==> src/rtl/mult_share_arb.sv <==
// Purpose : round-robin arbiter/sequencer sharing one shift-add multiplier between port 0 (SPI front end) and port 1 (host).
// Latency : grant edge -> start pulse next cycle; result strobe 1 cycle after the edge that samples mult_done (3 cycles + multiplier latency).
// Backpress: level req held until the port's res_valid strobe; a second request waits in IDLE until the FSM has returned from RESP.
//
// Ports:
//   clk, reset              rising-edge clock, asynchronous active-high reset
//   req0/req1, a0/b0/a1/b1  per-port level request and operands (stable while req is high)
//   mult_a/mult_b/mult_start registered operands and one-cycle start pulse to the multiplier
//   mult_done/mult_res      multiplier completion flag and product
//   res, res_valid0/1       registered product and one-cycle per-port result strobe
//   busy, err               FSM not in IDLE; one-cycle timeout strobe
//
// Optional build macro: MULT_ARB_TIMEOUT_EN adds a 16-bit WAIT watchdog that answers with res=0 and err=1
// after TIMEOUT cycles. Without it WAIT holds indefinitely and err is constant 0.
module mult_share_arb #(
  parameter int WIDTH   = 8,
  parameter int TIMEOUT = 255
) (
  input  logic               clk,
  input  logic               reset,
  input  logic               req0,
  input  logic               req1,
  input  logic [WIDTH-1:0]   a0,
  input  logic [WIDTH-1:0]   b0,
  input  logic [WIDTH-1:0]   a1,
  input  logic [WIDTH-1:0]   b1,
  output logic [WIDTH-1:0]   mult_a,
  output logic [WIDTH-1:0]   mult_b,
  output logic               mult_start,
  input  logic               mult_done,
  input  logic [2*WIDTH-1:0] mult_res,
  output logic [2*WIDTH-1:0] res,
  output logic               res_valid0,
  output logic               res_valid1,
  output logic               busy,
  output logic               err
);

  localparam logic [1:0] ST_IDLE  = 2'd0;
  localparam logic [1:0] ST_START = 2'd1;
  localparam logic [1:0] ST_WAIT  = 2'd2;
  localparam logic [1:0] ST_RESP  = 2'd3;

  logic [1:0]         state_q, state_d;
  logic               ptr_q, ptr_d;
  logic               owner_q, owner_d;
  logic [WIDTH-1:0]   mult_a_q, mult_a_d;
  logic [WIDTH-1:0]   mult_b_q, mult_b_d;
  logic               mult_start_q, mult_start_d;
  logic [2*WIDTH-1:0] res_q, res_d;
  logic               res_valid0_q, res_valid0_d;
  logic               res_valid1_q, res_valid1_d;
  logic               err_q, err_d;

  logic any_req;
  logic grant;
  logic timeout_hit;

`ifdef MULT_ARB_TIMEOUT_EN
  // Counter value seen on the WAIT edge that is the TIMEOUT-th one.
  localparam logic [15:0] TIMEOUT_LAST = 16'(TIMEOUT - 1);

  logic [15:0] wait_cnt_q, wait_cnt_d;

  always_comb begin
    wait_cnt_d = wait_cnt_q;
    if (state_q == ST_START) begin
      wait_cnt_d = '0;                    // cleared on the edge that enters WAIT
    end else if (state_q == ST_WAIT) begin
      wait_cnt_d = wait_cnt_q + 16'd1;
    end
  end

  always_ff @(posedge clk or posedge reset) begin
    if (reset) begin
      wait_cnt_q <= '0;
    end else begin
      wait_cnt_q <= wait_cnt_d;
    end
  end

  assign timeout_hit = (wait_cnt_q == TIMEOUT_LAST);
`else
  logic unused_timeout;
  assign unused_timeout = (TIMEOUT != 0);
  assign timeout_hit    = 1'b0;
`endif

  assign any_req = req0 | req1;
  // Tie goes to ptr; a lone request wins regardless of ptr.
  assign grant   = (req0 & req1) ? ptr_q : req1;

  always_comb begin
    state_d      = state_q;
    ptr_d        = ptr_q;
    owner_d      = owner_q;
    mult_a_d     = mult_a_q;
    mult_b_d     = mult_b_q;
    mult_start_d = 1'b0;
    res_d        = res_q;
    res_valid0_d = 1'b0;
    res_valid1_d = 1'b0;
    err_d        = 1'b0;

    case (state_q)
      ST_IDLE: begin
        if (any_req) begin
          owner_d      = grant;
          mult_a_d     = grant ? a1 : a0;
          mult_b_d     = grant ? b1 : b0;
          mult_start_d = 1'b1;
          state_d      = ST_START;
        end
      end
      ST_START: begin
        // mult_done is ignored here: the multiplier has not loaded yet.
        state_d = ST_WAIT;
      end
      ST_WAIT: begin
        // done has priority over a timeout on the same edge.
        if (mult_done) begin
          res_d        = mult_res;
          res_valid0_d = ~owner_q;
          res_valid1_d = owner_q;
          state_d      = ST_RESP;
        end else if (timeout_hit) begin
          res_d        = '0;
          res_valid0_d = ~owner_q;
          res_valid1_d = owner_q;
          err_d        = 1'b1;
          state_d      = ST_RESP;
        end
      end
      ST_RESP: begin
        ptr_d   = ~owner_q;
        state_d = ST_IDLE;
      end
      default: begin
        state_d = ST_IDLE;
      end
    endcase
  end

  always_ff @(posedge clk or posedge reset) begin
    if (reset) begin
      state_q      <= ST_IDLE;
      ptr_q        <= 1'b0;
      owner_q      <= 1'b0;
      mult_a_q     <= '0;
      mult_b_q     <= '0;
      mult_start_q <= 1'b0;
      res_q        <= '0;
      res_valid0_q <= 1'b0;
      res_valid1_q <= 1'b0;
      err_q        <= 1'b0;
    end else begin
      state_q      <= state_d;
      ptr_q        <= ptr_d;
      owner_q      <= owner_d;
      mult_a_q     <= mult_a_d;
      mult_b_q     <= mult_b_d;
      mult_start_q <= mult_start_d;
      res_q        <= res_d;
      res_valid0_q <= res_valid0_d;
      res_valid1_q <= res_valid1_d;
      err_q        <= err_d;
    end
  end

  assign mult_a     = mult_a_q;
  assign mult_b     = mult_b_q;
  assign mult_start = mult_start_q;
  assign res        = res_q;
  assign res_valid0 = res_valid0_q;
  assign res_valid1 = res_valid1_q;
  assign err        = err_q;
  assign busy       = (state_q != ST_IDLE);

endmodule

==> config.mk <==
export PLATFORM = sky130hd
export DESIGN_NAME = mult_share_arb
export DESIGN_NICKNAME = d
export VERILOG_FILES = /design/src/rtl/mult_share_arb.sv
export SDC_FILE = /design/constraint.sdc
export NUM_CORES = 1
export LEC_CHECK = 0
export ABC_AREA = 1
export CAP_MARGIN = 20
export CORE_MARGIN = 2
export CORE_UTILIZATION = 44
export CTS_CLUSTER_SIZE = 8
export DETAILED_ROUTE_END_ITERATION = 10
export PLACE_DENSITY = 0.88
export SLEW_MARGIN = 5
export SYNTH_ARGS = -nofsm -noshare
export SYNTH_HDL_FRONTEND = slang
export SYNTH_SLANG_ARGS = --single-unit
==> constraint.sdc <==
create_clock -name clk -period 2.7 [get_ports clk]
set_input_delay 0.405 -clock clk [delete_from_list [all_inputs] [get_ports clk]]
set_output_delay 0.405 -clock clk [all_outputs]
set_load 0.005 [all_outputs]
# After elaboration in Yosys (flattened, before gate mapping)
# Index checks and enable logic that the tools add are counted.
# Widths: inputs -> output; s select.
word_totals:
  regBits: 39
  inputBits: 53
op_classes:
  n_eq_ne: 5
  mux: 12
  bitwise_logic: 3
  reduce_logical: 5
op_table:
  columns: ["op", "count"]
  rows:
  - ["$mux 8", 2]
  - ["$pmux 2 s4", 1]
  - ["$mux 1", 7]
  - ["$reduce_and 2->1", 3]
  - ["$eq 2x2->1 const B", 2]
  - ["$mux 2", 2]
  - ["$ne 2x2->1 const B", 2]
  - ["$eq 2x1->1 const B", 1]
  - ["$logic_not 2->1", 1]
  - ["$reduce_bool 2->1", 1]
  - ["$and 1x1->1", 1]
  - ["$not 1->1", 1]
  - ["$or 1x1->1", 1]

# Longest topological paths before layout
logic_depth:
  depth_word: 3
  ltp_mapped: 7
  depth_no_buf: 6

# Least setup slack after synthesis
# OpenSTA, ideal clock, no wires.
synth_path:
  path_type: "register to register"
  start: "register state_q[0]"
  end: "register res_q[0] (netlist: res[0])"
  setup_ps: 116
  arrival_time_ps: 1193
  required_ps: 2584
  setup_slack_ps: 1391
  path_stages_with_launch: 8
  n_path_buf: 2
  synth_period_minus_slack_ps: 1309
  cell_sequence: "dfrtp_1 inv_1 ha_1 buf_2 nand2_1 buf_2 nand2_1 nand2_1"
synth_between:
  elab_chain_len: 2
synth_rtl:
  columns: ["item", "line_no", "text"]
  rows:
  - ["start: declaration", "44", "logic [1:0] state_q, state_d;"]
  - ["start signal: assignment", "157", "state_q <= state_d;"]
  - ["$eq 2x2->1", "105", "case (state_q)"]
  - ["$reduce_and 2->1 (no line)", null, null]
  - ["end signal: assignment", "163", "res_q <= res_d;"]
  - ["end: declaration", "50", "logic [2*WIDTH-1:0] res_q, res_d;"]
# No other way between the ends.
# A chain may end at the register's enable or synchronous reset.

# Final worst setup path
layout_path:
  start: "register state_q[1]"
  end: "output port busy"
layout_between:
  elab_chain_len: 1
layout_rtl:
  columns: ["item", "line_no", "text"]
  rows:
  - ["$reduce_bool 2->1", "177", "assign busy = (state_q != ST_IDLE);"]
  - ["end: declaration", "35", "output logic busy,"]
# No other way between the ends.

==> out/metrics.cfg <==
[outcome]
status=finished clean

[timing]
tightest_slew_ns=0.560
finClkSkew_ns=0.00757
fin_hold_ws_ns=0.474
rsz0062_at_grt=no
slew_viol_final=0
fmax_ghz=0.502
hold_viol=0
relSlewSlack_pct=62.6
timing.final.crit_share_pct=73.8
setup_viol=0
min_period_ns=1.99
finalSetupTns_ns=0

[job]
drv_cap=0

[critical_path]
crit_cells=4
max_stage_delay_ns=0.51
cp_slowest_cell=clkdlybuf4s50_1
critPathArrivalTime_ns=1.59
reg2reg_depth=6
worst-path-buf-inv=3
critPathKind=reg2out
required_ns=2.30
cp_top_family=buffers and inverters
crit_end=busy
crit_fanout=4
r2r_setup_slack_ns=1.11
crit_path_cell_trace=inv_1 > ha_1 > inv_1 > clkdlybuf4s50_1
endpoint_kind=primary output
setup.worst_path.start_class=flop
rr_endpoint=res[13]
startpoint=state_q[1]
cp_common_cell=inv_1
r2r_start=state_q[0]

[global_route]
grt_pass1_vias=1853
grt_max_degree=40
antenna_found_initial=0
overflow=0
grt_usage_pct=21.2
grt_pass1_wl_mm=8.24

[synthesis]
synth.cell_area_um2=1930
avgSynthCellArea_um2=7.97
synth_seq_cells=39
yosysWarnings=0
synth_cells=242
synth_cell_types=16
seq_area_frac_synth_pct=50.6
synth.net_count=298

[hold_path]
hold_path_class=reg2reg

[layout]
regArea_um2=976
syn_to_final_growth_pct=53.5
n_antenna_cell=0
num-fill-cells=350
drive_above_1_share_pct=7.58
layout_common_cells=nand2_1 (88), clkdlybuf4s50_1 (88), nand3_1 (40)
multi_input_area_um2=721
fin_nets=385

[clocking]
clk_transition_reported_paths_ns=0.07
cts_resized=0
cts_tree=yes
cts_root_buffer=clkbuf_8
insertion_delay_ns=0.30
clockBufferDepth=2
postCtsSetupBuffers=0
h-tree-depth=2
cts_buffers=5
holdBufCountCts=0
cts_num_sinks=39

[drt]
wl_per_cell_um=12.8
firstDrtPassIters=4
final_antenna_net_count=0
wirelength_mm=4.90
drt-initial-drc-count=187
via_per_inst=4.80
route.detailed.drc=0
vias=1834

[floorplanning]
fp.dieW_um=70.2
core_area_um2=4290
start_util_pct=44.9
pin_count=90
dieArea_um2=4930
die_y_um=70.2
rows=24

[power_and_ir_drop]
peakVddDrop_v=0.000505
leakage_uw=0.00153
p_per_area_nw_per_um2=969

[placed_design]
gp_congestion=0.810
hpwlAfterDp_mm=3.46
io_buffers=88

-- cells in the mapped netlist, drive strengths merged --
master,number,area [um2]
a21oi,1,5.00
buf,12,80.1
conb,1,3.75
dfrtp,39,976
ha,3,37.5
inv,40,153
nand2,90,343
nand3,49,290
nor2,4,15.0
o21ai,3,26.3
-- where the power goes --
part	internal [uW]	switching, uW
Sequential	859	151
Clock	369	215
Combinational	692	583
Total	1920	949
-- per-layer routing --
| layer | global-route usage, % | share of wire [%] |
|---|---|---|
| met4 | 8.33 | 2.5 |
| met2 | 37.1 | 51 |
| met3 | 6.20 | 7.7 |
| met5 | 0 | 0 |
| met1 | 24.2 | 38 |
-- per-stage QoR --
stage	instance area [um2]	std cells	total power, uW	setup WS (ns)	utilization [%]
finish	2960	382	2870	0.707	69.0
global route	2960	382	3100	0.615	69.0
CTS	2960	382	2900	0.689	69.0
detailed placement	2830	374	2300	0.770	65.8
global placement	2830	374	2250	0.845	65.8
floorplan	1930	242	1610	1.39	-
-- flip-flops by register name (all words and copies together), names as in the netlist --
name,count
ptr_q,1
state_q,2
mult_b,8
res,16
owner_q,1
res_valid0,1
mult_a,8
res_valid1,1
mult_start,1
-- worst min-delay path by stage --
| stage | from | end | slack (ns) | cells past startpoint |
|---|---|---|---|---|
| floorplan | owner_q | res_valid0 | 0.43 | 1 |
| global placement | res[5] | res[5] | 0.45 | 2 |
| detailed placement | res[15] | res[15] | 0.46 | 2 |
| CTS | owner_q | res_valid0 | 0.48 | 1 |
| global route | owner_q | res_valid0 | 0.50 | 1 |
| finish | res[6] | res[6] | 0.47 | 2 |
-- tightest hold or removal path, cell delays in order, from the launching register on --
cell and delay [ns]:
dfrtp_1 0.35, nand2_1 0.05, nand2_1 0.05
-- layout make-up --
class	instances	share of cell area, %
Timing Repair Buffer	92	30.8
Multi-Input combinational cell	151	24.3
Clock inverter	3	2.28
Tap cell	52	2.20
Clock buffer	5	2.32
Inverter	40	5.15
Sequential cell	39	33.0
-- kinds of logic after synthesis --
family	Yosys count	synth area share (%)
flops	39	50.6
compound gates	4	1.62
fa+ha+maj	3	1.95
other cells	1	0.194
simple gates	143	33.6
buf+inv	52	12.1
(Power assumes the default switching activity.)
